`config.mk`:
```
export PLATFORM = sky130hd
export DESIGN_NAME = bin_to_bcd_seq
export DESIGN_NICKNAME = d
export VERILOG_FILES = /design/src/rtl/bcd_pkg.sv /design/src/rtl/bcd_add3_col.sv /design/src/rtl/bin_to_bcd_seq.sv
export SDC_FILE = /design/constraint.sdc
export NUM_CORES = 1
export LEC_CHECK = 0
export ABC_AREA = 1
export CAP_MARGIN = 20
export CORE_MARGIN = 2
export CORE_UTILIZATION = 45
export CTS_CLUSTER_DIAMETER = 200
export DETAILED_ROUTE_END_ITERATION = 12
export GPL_ROUTABILITY_DRIVEN = 0
export PLACE_DENSITY_LB_ADDON = 0.15
export SLEW_MARGIN = 20
export SYNTH_ARGS = -nofsm -noshare
export SYNTH_HDL_FRONTEND = slang
export SYNTH_SLANG_ARGS = --single-unit
```
`constraint.sdc`:
```
create_clock -name clk_clk -period 1.7 [get_ports clk_clk]
set_input_delay 0.17 -clock clk_clk [delete_from_list [all_inputs] [get_ports clk_clk]]
set_output_delay 0.17 -clock clk_clk [all_outputs]
set_load 0.05 [all_outputs]
```
`src/rtl/bcd_pkg.sv`:
```
// Shared constants, FSM encoding and digit-count helper for the binary-to-BCD converter.
package bcd_pkg;

  localparam int unsigned BIN_W_DEF      = 24;
  localparam int unsigned OUT_DIGITS_DEF = 6;

  localparam logic [3:0] ADD3 = 4'd3;
  localparam logic [3:0] NINE = 4'd9;

  typedef enum logic [1:0] {
    StIdle  = 2'd0,
    StShift = 2'd1,
    StDone  = 2'd2
  } state_e;

  // Decimal digits needed to hold 2^bin_w - 1 (1233/4096 ~ log10(2)).
  function automatic int unsigned full_digits(input int unsigned bin_w);
    return ((bin_w * 1233) >> 12) + 1;
  endfunction

endpackage

```
`src/rtl/bcd_add3_col.sv`:
```
// One double-dabble correction column: adds 3 to a BCD nibble that is 5 or more.
module bcd_add3_col
  import bcd_pkg::*;
(
  input  logic [3:0] nib_i,
  output logic [3:0] nib_o
);

  always_comb begin
    nib_o = (nib_i >= 4'd5) ? nib_i + ADD3 : nib_i;
  end

endmodule

```
`src/rtl/bin_to_bcd_seq.sv`:
```
// Sequential shift-and-add-3 binary-to-BCD converter feeding the six-digit 7-seg display path.
module bin_to_bcd_seq
  import bcd_pkg::*;
#(
  parameter int unsigned BIN_W      = BIN_W_DEF,
  parameter int unsigned OUT_DIGITS = OUT_DIGITS_DEF,
  parameter bit          SATURATE   = 1'b0
) (
  input  logic                    clk_clk,
  input  logic                    reset_reset,
  input  logic [BIN_W-1:0]        in_data,
  input  logic                    in_valid,
  output logic                    in_ready,
  output logic [4*OUT_DIGITS-1:0] digits_out,
  output logic                    overflow,
  output logic                    out_valid,
  output logic                    busy
);

  localparam int unsigned FULL_DIGITS = full_digits(BIN_W);
  localparam int unsigned BCD_W       = 4 * FULL_DIGITS;
  localparam int unsigned SR_W        = BCD_W + BIN_W;
  localparam int unsigned CNT_W       = $clog2(BIN_W + 1);

  state_e                  state_q, state_d;
  logic [SR_W-1:0]         sr_q, sr_d, sr_corr;
  logic [CNT_W-1:0]        cnt_q, cnt_d;
  logic [4*OUT_DIGITS-1:0] digits_q, digits_d;
  logic                    ovf_q, ovf_d;
  logic                    out_valid_q, out_valid_d;
  logic [BCD_W-1:0]        bcd_corr;
  logic [BCD_W-1:0]        bcd_fin;
  logic                    ovf_raw;

  // All BCD columns are corrected in parallel before each shift.
  for (genvar g = 0; g < FULL_DIGITS; g++) begin : g_col
    bcd_add3_col u_col (
      .nib_i(sr_q[BIN_W + 4*g +: 4]),
      .nib_o(bcd_corr[4*g +: 4])
    );
  end

  assign sr_corr = {bcd_corr, sr_q[BIN_W-1:0]};
  assign bcd_fin = sr_q[SR_W-1 -: BCD_W];

  // Any nonzero digit above the displayed ones means the value does not fit.
  always_comb begin
    ovf_raw = 1'b0;
    for (int unsigned i = OUT_DIGITS; i < FULL_DIGITS; i++) begin
      ovf_raw = ovf_raw | (|bcd_fin[4*i +: 4]);
    end
  end

  always_comb begin
    state_d     = state_q;
    sr_d        = sr_q;
    cnt_d       = cnt_q;
    digits_d    = digits_q;
    ovf_d       = ovf_q;
    out_valid_d = 1'b0;
    unique case (state_q)
      StIdle: begin
        if (in_valid) begin
          sr_d    = {{BCD_W{1'b0}}, in_data};
          cnt_d   = CNT_W'(BIN_W);
          state_d = StShift;
        end
      end
      StShift: begin
        sr_d  = {sr_corr[SR_W-2:0], 1'b0};
        cnt_d = cnt_q - CNT_W'(1);
        if (cnt_q == CNT_W'(1)) state_d = StDone;
      end
      StDone: begin
        if (SATURATE && ovf_raw) digits_d = {OUT_DIGITS{NINE}};
        else                     digits_d = bcd_fin[4*OUT_DIGITS-1:0];
        ovf_d       = ovf_raw;
        out_valid_d = 1'b1;
        state_d     = StIdle;
      end
      default: state_d = StIdle;
    endcase
  end

  always_ff @(posedge clk_clk) begin
    if (reset_reset) begin
      state_q     <= StIdle;
      sr_q        <= '0;
      cnt_q       <= '0;
      digits_q    <= '0;
      ovf_q       <= 1'b0;
      out_valid_q <= 1'b0;
    end else begin
      state_q     <= state_d;
      sr_q        <= sr_d;
      cnt_q       <= cnt_d;
      digits_q    <= digits_d;
      ovf_q       <= ovf_d;
      out_valid_q <= out_valid_d;
    end
  end

  assign in_ready   = (state_q == StIdle);
  assign busy       = ~in_ready;
  assign digits_out = digits_q;
  assign overflow   = ovf_q;
  assign out_valid  = out_valid_q;

endmodule

```
==> impl_metrics.py <==
metrics = {
    "placed_design": {
        "place_inst": 787,
        "place_area_um2": 5057,
        "io_buffers": 54,
        "hpwl_mm": 6.292,
    },
    "yosys": {
        "ys.flop_type": "dfxtp_1",
        "async_flop_share": 0,
        "yosys.area.top_type": "dfxtp_1",
        "yosysTopAreaCellShare": 0.4009,
        "synth_warnings": 0,
        "synth-edff-count": 0,
        "syn_area_per_cell_um2": 7.191,
        "ys_ff_latch": 89,
        "synth_area_um2": 4444,
        "ys_seq_area_frac": 0.4009,
        "syn-num-nets": 665,
        "ys_types": 27,
        "synth_cells": 618,
        "ys_top_cells_by_area": "dfxtp_1 40%, nand2_1 14%, nand3_1 6.4%",
    },
    "clocking": {
        "cts_tree": "yes",
        "insertion_delay_ns": 0.36,
        "cts_buffers": 9,
        "cts_sinks": 89,
        "h-tree-depth": 3,
        "clkSlewWorstSetupHoldPaths_ns": 0.10,
        "root_buffer": "clkbuf_8",
        "ctsHoldBuffers": 0,
        "cts_buffer_depth": 2,
    },
    "route": {
        "firstDrtPassIters": 4,
        "route.met2.wl_mm": 4.372,
        "vias": 3956,
        "wl_met1_mm": 4.507,
        "avgRoutedWirePerCell_um": 11.57,
        "drc": 0,
        "drt_iter0_markers": 147,
        "wl_met3_um": 298,
        "vias_per_cell": 4.927,
        "wl_mm": 9.294,
        "top_layer_used": "met4",
        "antenna_left": 0,
    },
    "timing": {
        "hold_slack_ns": 0.2858,
        "setup_viol": 0,
        "slew_headroom": 0.6472,
        "worst_slew_pin_slew_ns": 0.5292,
        "max_freq_mhz": 598.7,
        "skew_ns": 0.01165,
        "finalHoldViolCount": 0,
        "post-route-period-util": 0.9826,
        "post-route-min-period_ns": 1.670,
        "finalMaxSlewViolations": 0,
    },
    "layout": {
        "final_nets": 712,
        "syn_to_final_growth_pct": 18.81,
        "finalInstanceArea_um2": 5280,
        "drive_gt1_frac": 0.1090,
        "final_cells": 803,
        "antenna_cells": 0,
    },
    "critical_path": {
        "worst_setup_path_end_kind": "output pin",
        "slowest_stage": "clkdlybuf4s50_1",
        "worstSetupPathType": "flop to output pin",
        "cp_slowest_stage_delay_ns": 0.80,
        "cp_max_fo": 2,
        "path_delay_family": "buffers and inverters",
        "cp.required_ns": 1.53,
        "crit_buf_inv": 1,
        "start_kind": "flop",
        "path_cells": "clkdlybuf4s50_1",
        "arrival_ns": 1.50,
    },
    "power": {
        "p_leak_nw": 2.598,
        "p_per_area_nw_per_um2": 760.1,
        "finalPower_w": 0.004014,
        "peakVddDrop_v": 0.0004017,
    },
    "floorplan": {
        "initial_utilization": 0.4589,
        "core_um2": 9684,
        "die-width_um": 103.4,
        "ios": 55,
        "dieArea_um2": 10690,
        "fp-row-count": 36,
        "die_y_um": 103.4,
    },
    "grt": {
        "grt_pass1_wl_mm": 15.87,
        "antenna_found_initial": 0,
        "grt_start_max_net_pins": 50,
        "grt_remaining_overflow": 0,
        "grt_pass1_vias": 3678,
        "grt_use_total": 0.1849,
    },
    "status": {
        "status": "completed",
    },
    "flow_run": {
        "drv_cap": 0,
    },
    "worst_hold_path": {
        "holdCritPathClass": "input port to flop",
    },
}
[cell families (layout without fill, tap and decap cells)]
family / Yosys count / count (layout) / share of synthesized area
buf+inv: 104 / 156 / 0.1087
compound gates: 107 / 107 / 0.1377
simple gates: 298 / 298 / 0.2965
fa+ha+maj: 20 / 20 / 0.05631
flops: 89 / 89 / 0.4009
[area by class of cell]
cell class | instances | area (µm²)
inverter | 76 | 289.0
multi-input combinational | 425 | 2182
sequential | 89 | 1782
clock inverter | 7 | 53.80
fill | 949 | 4404
timing repair buffer | 64 | 683.2
clock buffer | 9 | 123.9
tap | 133 | 166.4
[synth_stat cells, types with 2 or more instances]
library cell,instances
nand2_1,166
dfxtp_1,89
inv_1,72
nand3_1,57
a21oi_1,42
o21ai_0,42
nor2_1,35
ha_1,20
a21oi_2,17
nand4_1,17
nand2_2,13
buf_2,7
buf_6,7
clkbuf_1,6
nand3_2,5
buf_1,4
inv_2,3
o21ai_1,3
buf_4,2
buf_8,2
nor3_1,2
o211ai_1,2
[repair_timing]
action                                  4_1_cts  5_1_grt
setup buffers                                 0        0
gates resized for setup                       2       20
endpoints found under the setup margin        2       20
[state kept, by name, indices dropped and copies added (netlist names)]
name	cells
overflow	1
state_q	2
out_valid	1
cnt_q	5
digits_out	24
sr_q	56
[placed cells by master, fill, tap and decap left out, types with 18 or more instances in the layout]
| master | count |
|---|---|
| nand2_1 | 166 |
| dfxtp_1 | 89 |
| inv_1 | 72 |
| nand3_1 | 57 |
| a21oi_1 | 42 |
| o21ai_0 | 42 |
| nor2_1 | 34 |
| clkdlybuf4s50_1 | 30 |
| ha_1 | 20 |
| dlymetal6s2s_1 | 18 |
[routing by layer]
metal | track usage | vias to the layer above
li1 | - | 2080
met1 | 0.2266 | 1801
met2 | 0.3280 | 65
met3 | 0.03293 | 10
met4 | 0.05972 | 0
met5 | 0 | -
[stage by stage]
stage                 TNS, ns  worst slack (ns)  utilization
detailed placement          0            0.1843       0.5222
global placement            0            0.2427       0.5222
global route        -0.003891         -0.003891       0.5452
finish                      0           0.02966       0.5452
CTS                         0         0.0004898       0.5403
floorplan                   0            0.3102            -
[worst paths after layout]
path                               startpoint             to  slack [ns]  cells after the start
worst max-delay path            digits_out[8]  digits_out[8]        0.03                      1
worst min-delay path              reset_reset       cnt_q[4]        0.29                      5
worst max register to register       sr_q[40]       sr_q[44]        0.32                      9
worst min register to register       sr_q[23]       sr_q[24]        0.45                      2
[report_power, final]
group	switching (W)	internal, W	total, W
combinational	0.000301	0.000195	0.000496
clock	0.000785	0.000546	0.00133
sequential	0.0000390	0.00215	0.00219
total	0.00113	0.00289	0.00401
Power figures use the tool's default switching activity.
